File: src/rtl/sidebar_pkg.sv
`default_nettype none
// ============================================================================
//  Module      : sidebar_pkg
//  Description : Shared constants, FSM encoding and per-layer pixel rule for
//                the stack panel renderer.
//  Revision    : 1.0 - initial release
// ============================================================================
package sidebar_pkg;

  localparam logic [2:0] BLACK  = 3'b000;
  localparam logic [2:0] RED    = 3'b100;
  localparam logic [2:0] WHITE  = 3'b111;
  localparam logic [2:0] CHERRY = 3'b111;
  localparam logic [2:0] EMPTY  = 3'b000;

  typedef enum logic [1:0] {
    S_IDLE   = 2'd0,
    S_RECIPE = 2'd1,
    S_CAUGHT = 2'd2,
    S_DONE   = 2'd3
  } state_t;

  // Colour of one pixel inside a layer row. A cherry is a two-pixel red dot
  // centred in the panel; a normal layer leaves a one-pixel black margin.
  function automatic logic [2:0] layer_pixel(input logic [2:0] c,
                                             input int col,
                                             input int layer_w);
    logic [2:0] px;
    px = BLACK;
    if (c == CHERRY) begin
      if (col == layer_w / 2 - 1 || col == layer_w / 2) px = RED;
    end else if (c != EMPTY) begin
      if (col >= 1 && col <= layer_w - 2) px = c;
    end
    return px;
  endfunction

endpackage
`default_nettype wire

File: src/rtl/stack_gap_finder.sv
`default_nettype none
// ============================================================================
//  Module      : stack_gap_finder
//  Description : Combinational search for the lowest empty layer in a stack.
//                Reports NUM_LAYERS when every layer is occupied.
//  Ports       : i_stack - packed 3-bit layer colours, [2:0] is the bottom
//                o_gap   - index of the lowest empty layer
//  Revision    : 1.0 - initial release
// ============================================================================
module stack_gap_finder
  import sidebar_pkg::*;
#(
  parameter int NUM_LAYERS = 6,
  parameter int IDX_W      = $clog2(NUM_LAYERS + 1)
) (
  input  logic [3*NUM_LAYERS-1:0] i_stack,
  output logic [IDX_W-1:0]        o_gap
);

  // Scan top-down so the lowest empty layer is the last one written.
  always_comb begin
    o_gap = IDX_W'(NUM_LAYERS);
    for (int i = NUM_LAYERS - 1; i >= 0; i--) begin
      if (i_stack[3*i +: 3] == EMPTY) o_gap = IDX_W'(i);
    end
  end

endmodule
`default_nettype wire

File: src/rtl/stack_panel_renderer.sv
`default_nettype none
// ============================================================================
//  Module      : stack_panel_renderer
//  Description : Snapshots the recipe and caught stacks on start, then streams
//                the recipe panel followed by the caught panel to the VGA pixel
//                writer over a plot/ready handshake.
//  Ports       : clock, resetn       - clock, async active-low reset
//                start, erase_done   - redraw request, release from DONE
//                recipe, cake_caught - packed 3-bit layer colours
//                ready               - writer accepts the current pixel
//                plot, x, y, colour  - pixel stream
//                draw_done, match    - both panels drawn, stacks equal
//  Revision    : 1.0 - initial release
// ============================================================================
module stack_panel_renderer
  import sidebar_pkg::*;
#(
  parameter int NUM_LAYERS = 6,
  parameter int LAYER_W    = 6,
  parameter int LAYER_H    = 2,
  parameter int X_ORIGIN   = 2,
  parameter int Y_RECIPE   = 10,
  parameter int Y_CAUGHT   = 40
) (
  input  logic                    clock,
  input  logic                    resetn,
  input  logic                    start,
  input  logic                    erase_done,
  input  logic [3*NUM_LAYERS-1:0] recipe,
  input  logic [3*NUM_LAYERS-1:0] cake_caught,
  input  logic                    ready,
  output logic                    plot,
  output logic [7:0]              x,
  output logic [6:0]              y,
  output logic [2:0]              colour,
  output logic                    draw_done,
  output logic                    match
);

  localparam int PLATE_ROW = NUM_LAYERS * LAYER_H;
  localparam int COL_W     = (LAYER_W > 1) ? $clog2(LAYER_W) : 1;
  localparam int ROW_W     = $clog2(PLATE_ROW + 1);
  localparam int IDX_W     = $clog2(NUM_LAYERS + 1);

  state_t                  r_state, w_next;
  logic [COL_W-1:0]        r_col;
  logic [ROW_W-1:0]        r_row;
  logic [3*NUM_LAYERS-1:0] r_recipe, r_caught;
  logic                    r_match;

  logic [IDX_W-1:0]        w_gap, w_lidx;
  logic [3*NUM_LAYERS-1:0] w_stack;
  logic [2:0]              w_c, w_pix;
  logic                    w_accept, w_last_col, w_last_row;

  stack_gap_finder #(
    .NUM_LAYERS (NUM_LAYERS),
    .IDX_W      (IDX_W)
  ) u_gap (
    .i_stack (r_caught),
    .o_gap   (w_gap)
  );

  assign plot       = (r_state == S_RECIPE) || (r_state == S_CAUGHT);
  assign w_accept   = plot && ready;
  assign w_last_col = (r_col == COL_W'(LAYER_W - 1));
  assign w_last_row = (r_row == ROW_W'(PLATE_ROW));

  always_ff @(posedge clock or negedge resetn) begin
    if (!resetn) r_state <= S_IDLE;
    else         r_state <= w_next;
  end

  always_comb begin
    w_next = r_state;
    case (r_state)
      S_IDLE:   if (start) w_next = S_RECIPE;
      S_RECIPE: if (w_accept && w_last_col && w_last_row) w_next = S_CAUGHT;
      S_CAUGHT: if (w_accept && w_last_col && w_last_row) w_next = S_DONE;
      S_DONE:   if (erase_done) w_next = S_IDLE;
      default:  w_next = S_IDLE;
    endcase
  end

  always_ff @(posedge clock or negedge resetn) begin
    if (!resetn) begin
      r_col    <= '0;
      r_row    <= '0;
      r_recipe <= '0;
      r_caught <= '0;
      r_match  <= 1'b0;
    end else if (r_state == S_IDLE && start) begin
      r_recipe <= recipe;
      r_caught <= cake_caught;
      r_match  <= (recipe == cake_caught);
      r_col    <= '0;
      r_row    <= '0;
    end else if (w_accept) begin
      if (w_last_col) begin
        r_col <= '0;
        // Wrapping the row here also clears it for the second panel.
        r_row <= w_last_row ? '0 : r_row + ROW_W'(1);
      end else begin
        r_col <= r_col + COL_W'(1);
      end
    end
  end

  // Pixel colour. w_lidx is meaningless on the plate row, which overrides it.
  always_comb begin
    w_stack = (r_state == S_CAUGHT) ? r_caught : r_recipe;
    w_lidx  = IDX_W'(NUM_LAYERS - 1 - int'(r_row) / LAYER_H);
    w_c     = EMPTY;
    for (int i = 0; i < NUM_LAYERS; i++) begin
      if (w_lidx == IDX_W'(i)) w_c = w_stack[3*i +: 3];
    end
    w_pix = layer_pixel(w_c, int'(r_col), LAYER_W);
    // Everything at or above the first hole in the caught stack is stale.
    if (r_state == S_CAUGHT && w_lidx >= w_gap) w_pix = BLACK;
    if (w_last_row) w_pix = WHITE;
    if (!plot)      w_pix = BLACK;
  end

  assign colour    = w_pix;
  assign x         = plot ? 8'(X_ORIGIN) + 8'(r_col) : 8'd0;
  assign y         = plot ? 7'(((r_state == S_CAUGHT) ? Y_CAUGHT : Y_RECIPE) + int'(r_row)) : 7'd0;
  assign draw_done = (r_state == S_DONE);
  assign match     = r_match;

endmodule
`default_nettype wire

File: config.mk
export PLATFORM = sky130hd
export DESIGN_NAME = stack_panel_renderer
export DESIGN_NICKNAME = d
export VERILOG_FILES = /design/src/rtl/sidebar_pkg.sv /design/src/rtl/stack_gap_finder.sv /design/src/rtl/stack_panel_renderer.sv
export SDC_FILE = /design/constraint.sdc
export NUM_CORES = 1
export LEC_CHECK = 0
export CAP_MARGIN = 30
export CORE_UTILIZATION = 51
export CTS_CLUSTER_DIAMETER = 120
export DETAILED_ROUTE_END_ITERATION = 7
export PLACE_DENSITY_LB_ADDON = 0.05
export SETUP_SLACK_MARGIN = 0.1
export SLEW_MARGIN = 25
export SYNTH_ARGS = -nofsm -noshare
export SYNTH_HDL_FRONTEND = slang
export SYNTH_SLANG_ARGS = --single-unit
export TNS_END_PERCENT = 50
File: constraint.sdc
create_clock -name clock -period 3.3 [get_ports clock]
set_input_delay 0.66 -clock clock [delete_from_list [all_inputs] [get_ports clock]]
set_output_delay 0.66 -clock clock [all_outputs]
set_load 0.01 [all_outputs]
==> run summary <==
Post-route DRC = 0
Rel. slew slack = 65.4%
Setup slack after layout = -81.9 ps
Fmax = 0.296 GHz
Antenna fix cells = 0
Port Buffers = 56
Final Skew = 5.19 ps
Share of the synthesized area in the top cell type = 39.2%
Syn Std Cell Area = 2940 um^2
1st-pass router iterations = 4
Leak = 2.00 nW
# H-tree levels = 2
Async SR Flop Fraction = 100%
Hold-fix buffers at CTS = 0
Hold Violations, Final = 0
Final setup viols = 3
Crit Path Max Fanout = 8
Initial antenna violation count = 0
Via-to-Cell Ratio = 5.30
Seq cells post-synth = 46
GR Overflow Total = 0
Pin count of the biggest net entering global routing = 44
Vias in the first global route = 2,813
Die height = 77.9 um
Cts bufs inserted = 5
Post-synthesis sequential area ratio = 39.2%
Die Wd = 77.9 um
Global-route wire length before repair = 13,400 um
Commonest non-fill, non-tap cell in the layout = nand2_1
DR WL/cell = 15.0 um
Number of DRC markers in iteration 0 = 196
Initial core utilization = 53.0%
Power Dens Cells = 916 nW/um^2
Vias = 2,742
Worst setup path category = reg2out
Tcrit/Tclk final = 102%
Gpl congestion = 0.865
Post-route ant nets = 0
Setup TNS = -125 ps
RSZ-0062 raised after global routing = true
Tmin final = 3380 ps
CTS tree = done
Setup crit start kind = flop
Worst flop-to-flop path startpoint = r_state[0]
Clock tree buffer depth = 2
CP Capture Type = output port
Total die area = 6070 um^2
Largest area contributor in the netlist = dfrtp_1
Number of synthesized flops with an enable pin = 0
Failing checks = negative setup slack
HPWL Detailed = 5380 um
Clock root buffer = clkbuf_8
Most frequent cells in the layout = nand2_1 (112), clkdlybuf4s50_1 (51), dfrtp_1 (46)
Final layout net count = 501
Outcome = complete, but fails checks
Placed Cells incl. Taps = 501
Total of max-cap violations = 0
Ys flop type = dfrtp_1
GRT Util Overall = 28.8%
Worst hold path type = in2async
Worst-Margin Slew = 520 ps
Cell Count, Final, Fillers Out = 517
Reg clk slew, reported paths = 80 ps
Req. time, crit path = 2640 ps
CP Launch Point = r_state[0]
Fillers = 420
Final wirelength = 7770 um
Site row count = 27
Unique cell type count in the Yosys netlist = 46
Max-slew violation count = 0
Area Growth Syn to Fin = 43.2%
Layout cells sized above 1 = 20.9%
Post-synthesis average cell area = 8.44 um^2
Clock latency on the worst-skew pair = 300 ps
VDD IR max = 0.000558 V
Synth Instances = 348
Synth area leaders = dfrtp_1 (39%), nand2_1 (15%), mux2i_1 (7.2%), ha_1 (6.8%), xor2_1 (5.4%)
Yosys synthesis warning count = 0
Core area = 5540 um^2
Total clock sinks = 46
CP arrival = 2720 ps
Boundary Pins = 62
-- kinds of logic (layout without fill, tap and decap cells) --
logic type               count (synthesis)  in the layout  synth area share [%]
flip-flops                              46             46                  39.2
AO/OA/AOI/OAI                           36             36                  8.91
buffers and inverters                   30            123                  4.81
adder cells (fa/ha/maj)                 16             16                  6.82
other                                    1              5                 0.128
AND/OR/NAND/NOR                        176            176                  26.2
XOR/XNOR                                20             20                  5.97
multiplexers                            23             23                  7.92
-- metal layers --
layer	vias to the layer above	global-route usage (%)	part of all wire (%)
met5	-	0	0
met4	0	16.4	4.7
met3	26	5.53	4.9
met2	87	47.6	48
met1	1278	35.1	42
li1	1351	-	-
-- flip-flops by register name, summed over array words and instances (netlist names) --
| signal | flops |
|---|---|
| r_row | 4 |
| r_recipe | 18 |
| r_col | 3 |
| match | 1 |
| r_caught | 18 |
| r_state | 2 |
-- report_power, final --
part           total, mW  switching, mW  internal, mW
combinational       2.43           1.18          1.25
sequential          1.01          0.201         0.806
clock              0.414          0.191         0.223
total               3.85           1.57          2.27
-- cells in the mapped netlist (3+ instances only) --
cell type,number
a21oi_1,9
and2_1,12
buf_4,5
clkbuf_1,11
dfrtp_1,46
ha_1,16
inv_1,10
mux2i_1,21
nand2_1,114
nand3_1,3
nor2_1,18
nor2b_1,3
nor3_1,8
nor4_1,4
o21ai_1,6
o22ai_1,3
or3_1,4
xor2_1,18
-- path summary, 6_finish.rpt --
path                       slack, ps            to  cells after the start
min in group clock               490  r_recipe[12]                      2
max reg2reg                      640    r_state[1]                      8
max                              -80     colour[0]                     11
min reg2reg                      490  r_recipe[12]                      2
max in group asynchronous       2270  r_caught[15]                      2
min                              310      r_row[2]                      1
-- area by class of cell --
type                    count  area [um^2]  share of cell area, %
inverters                  11         41.3                  0.982
well taps                  72         90.1                   2.14
repair buffers            104          942                   22.4
flip-flops and latches     46         1150                   27.4
clock inverters             3         40.0                  0.952
clock buffers               5         68.8                   1.64
multi-input cells         276         1870                   44.5
-- through the flow --
stage | hold WS [ps] | utilization (%) | cell area [um^2] | setup WS [ps] | total power [mW]
finish | 311 | 75.9 | 4200 | -81.9 | 3.85
floorplan | 364 | - | 2950 | 360 | 2.07
CTS | 319 | 74.9 | 4150 | 2.83 | 3.72
detailed placement | 467 | 69.0 | 3820 | -340 | 2.95
global route | 331 | 75.9 | 4200 | -243 | 4.14
global placement | 455 | 69.0 | 3820 | -247 | 2.91
-- repair_timing --
action                                  in CTS  in global routing
pin swaps                                   18                  5
gates resized for setup                     47                  8
setup buffers                                6                  2
endpoints found under the setup margin       4                  4
-- worst max-delay path, stage by stage, from the launching register on --
cell and delay (ps):
dfrtp_1 400, inv_2 80, ha_4 130, buf_12 140
buf_6 160, mux2i_1 280, o21ai_1 110, a211oi_2 310
o32ai_4 180, a2111oi_4 350, o21a_1 170, buf_2 120
(Power assumes the default switching activity.)
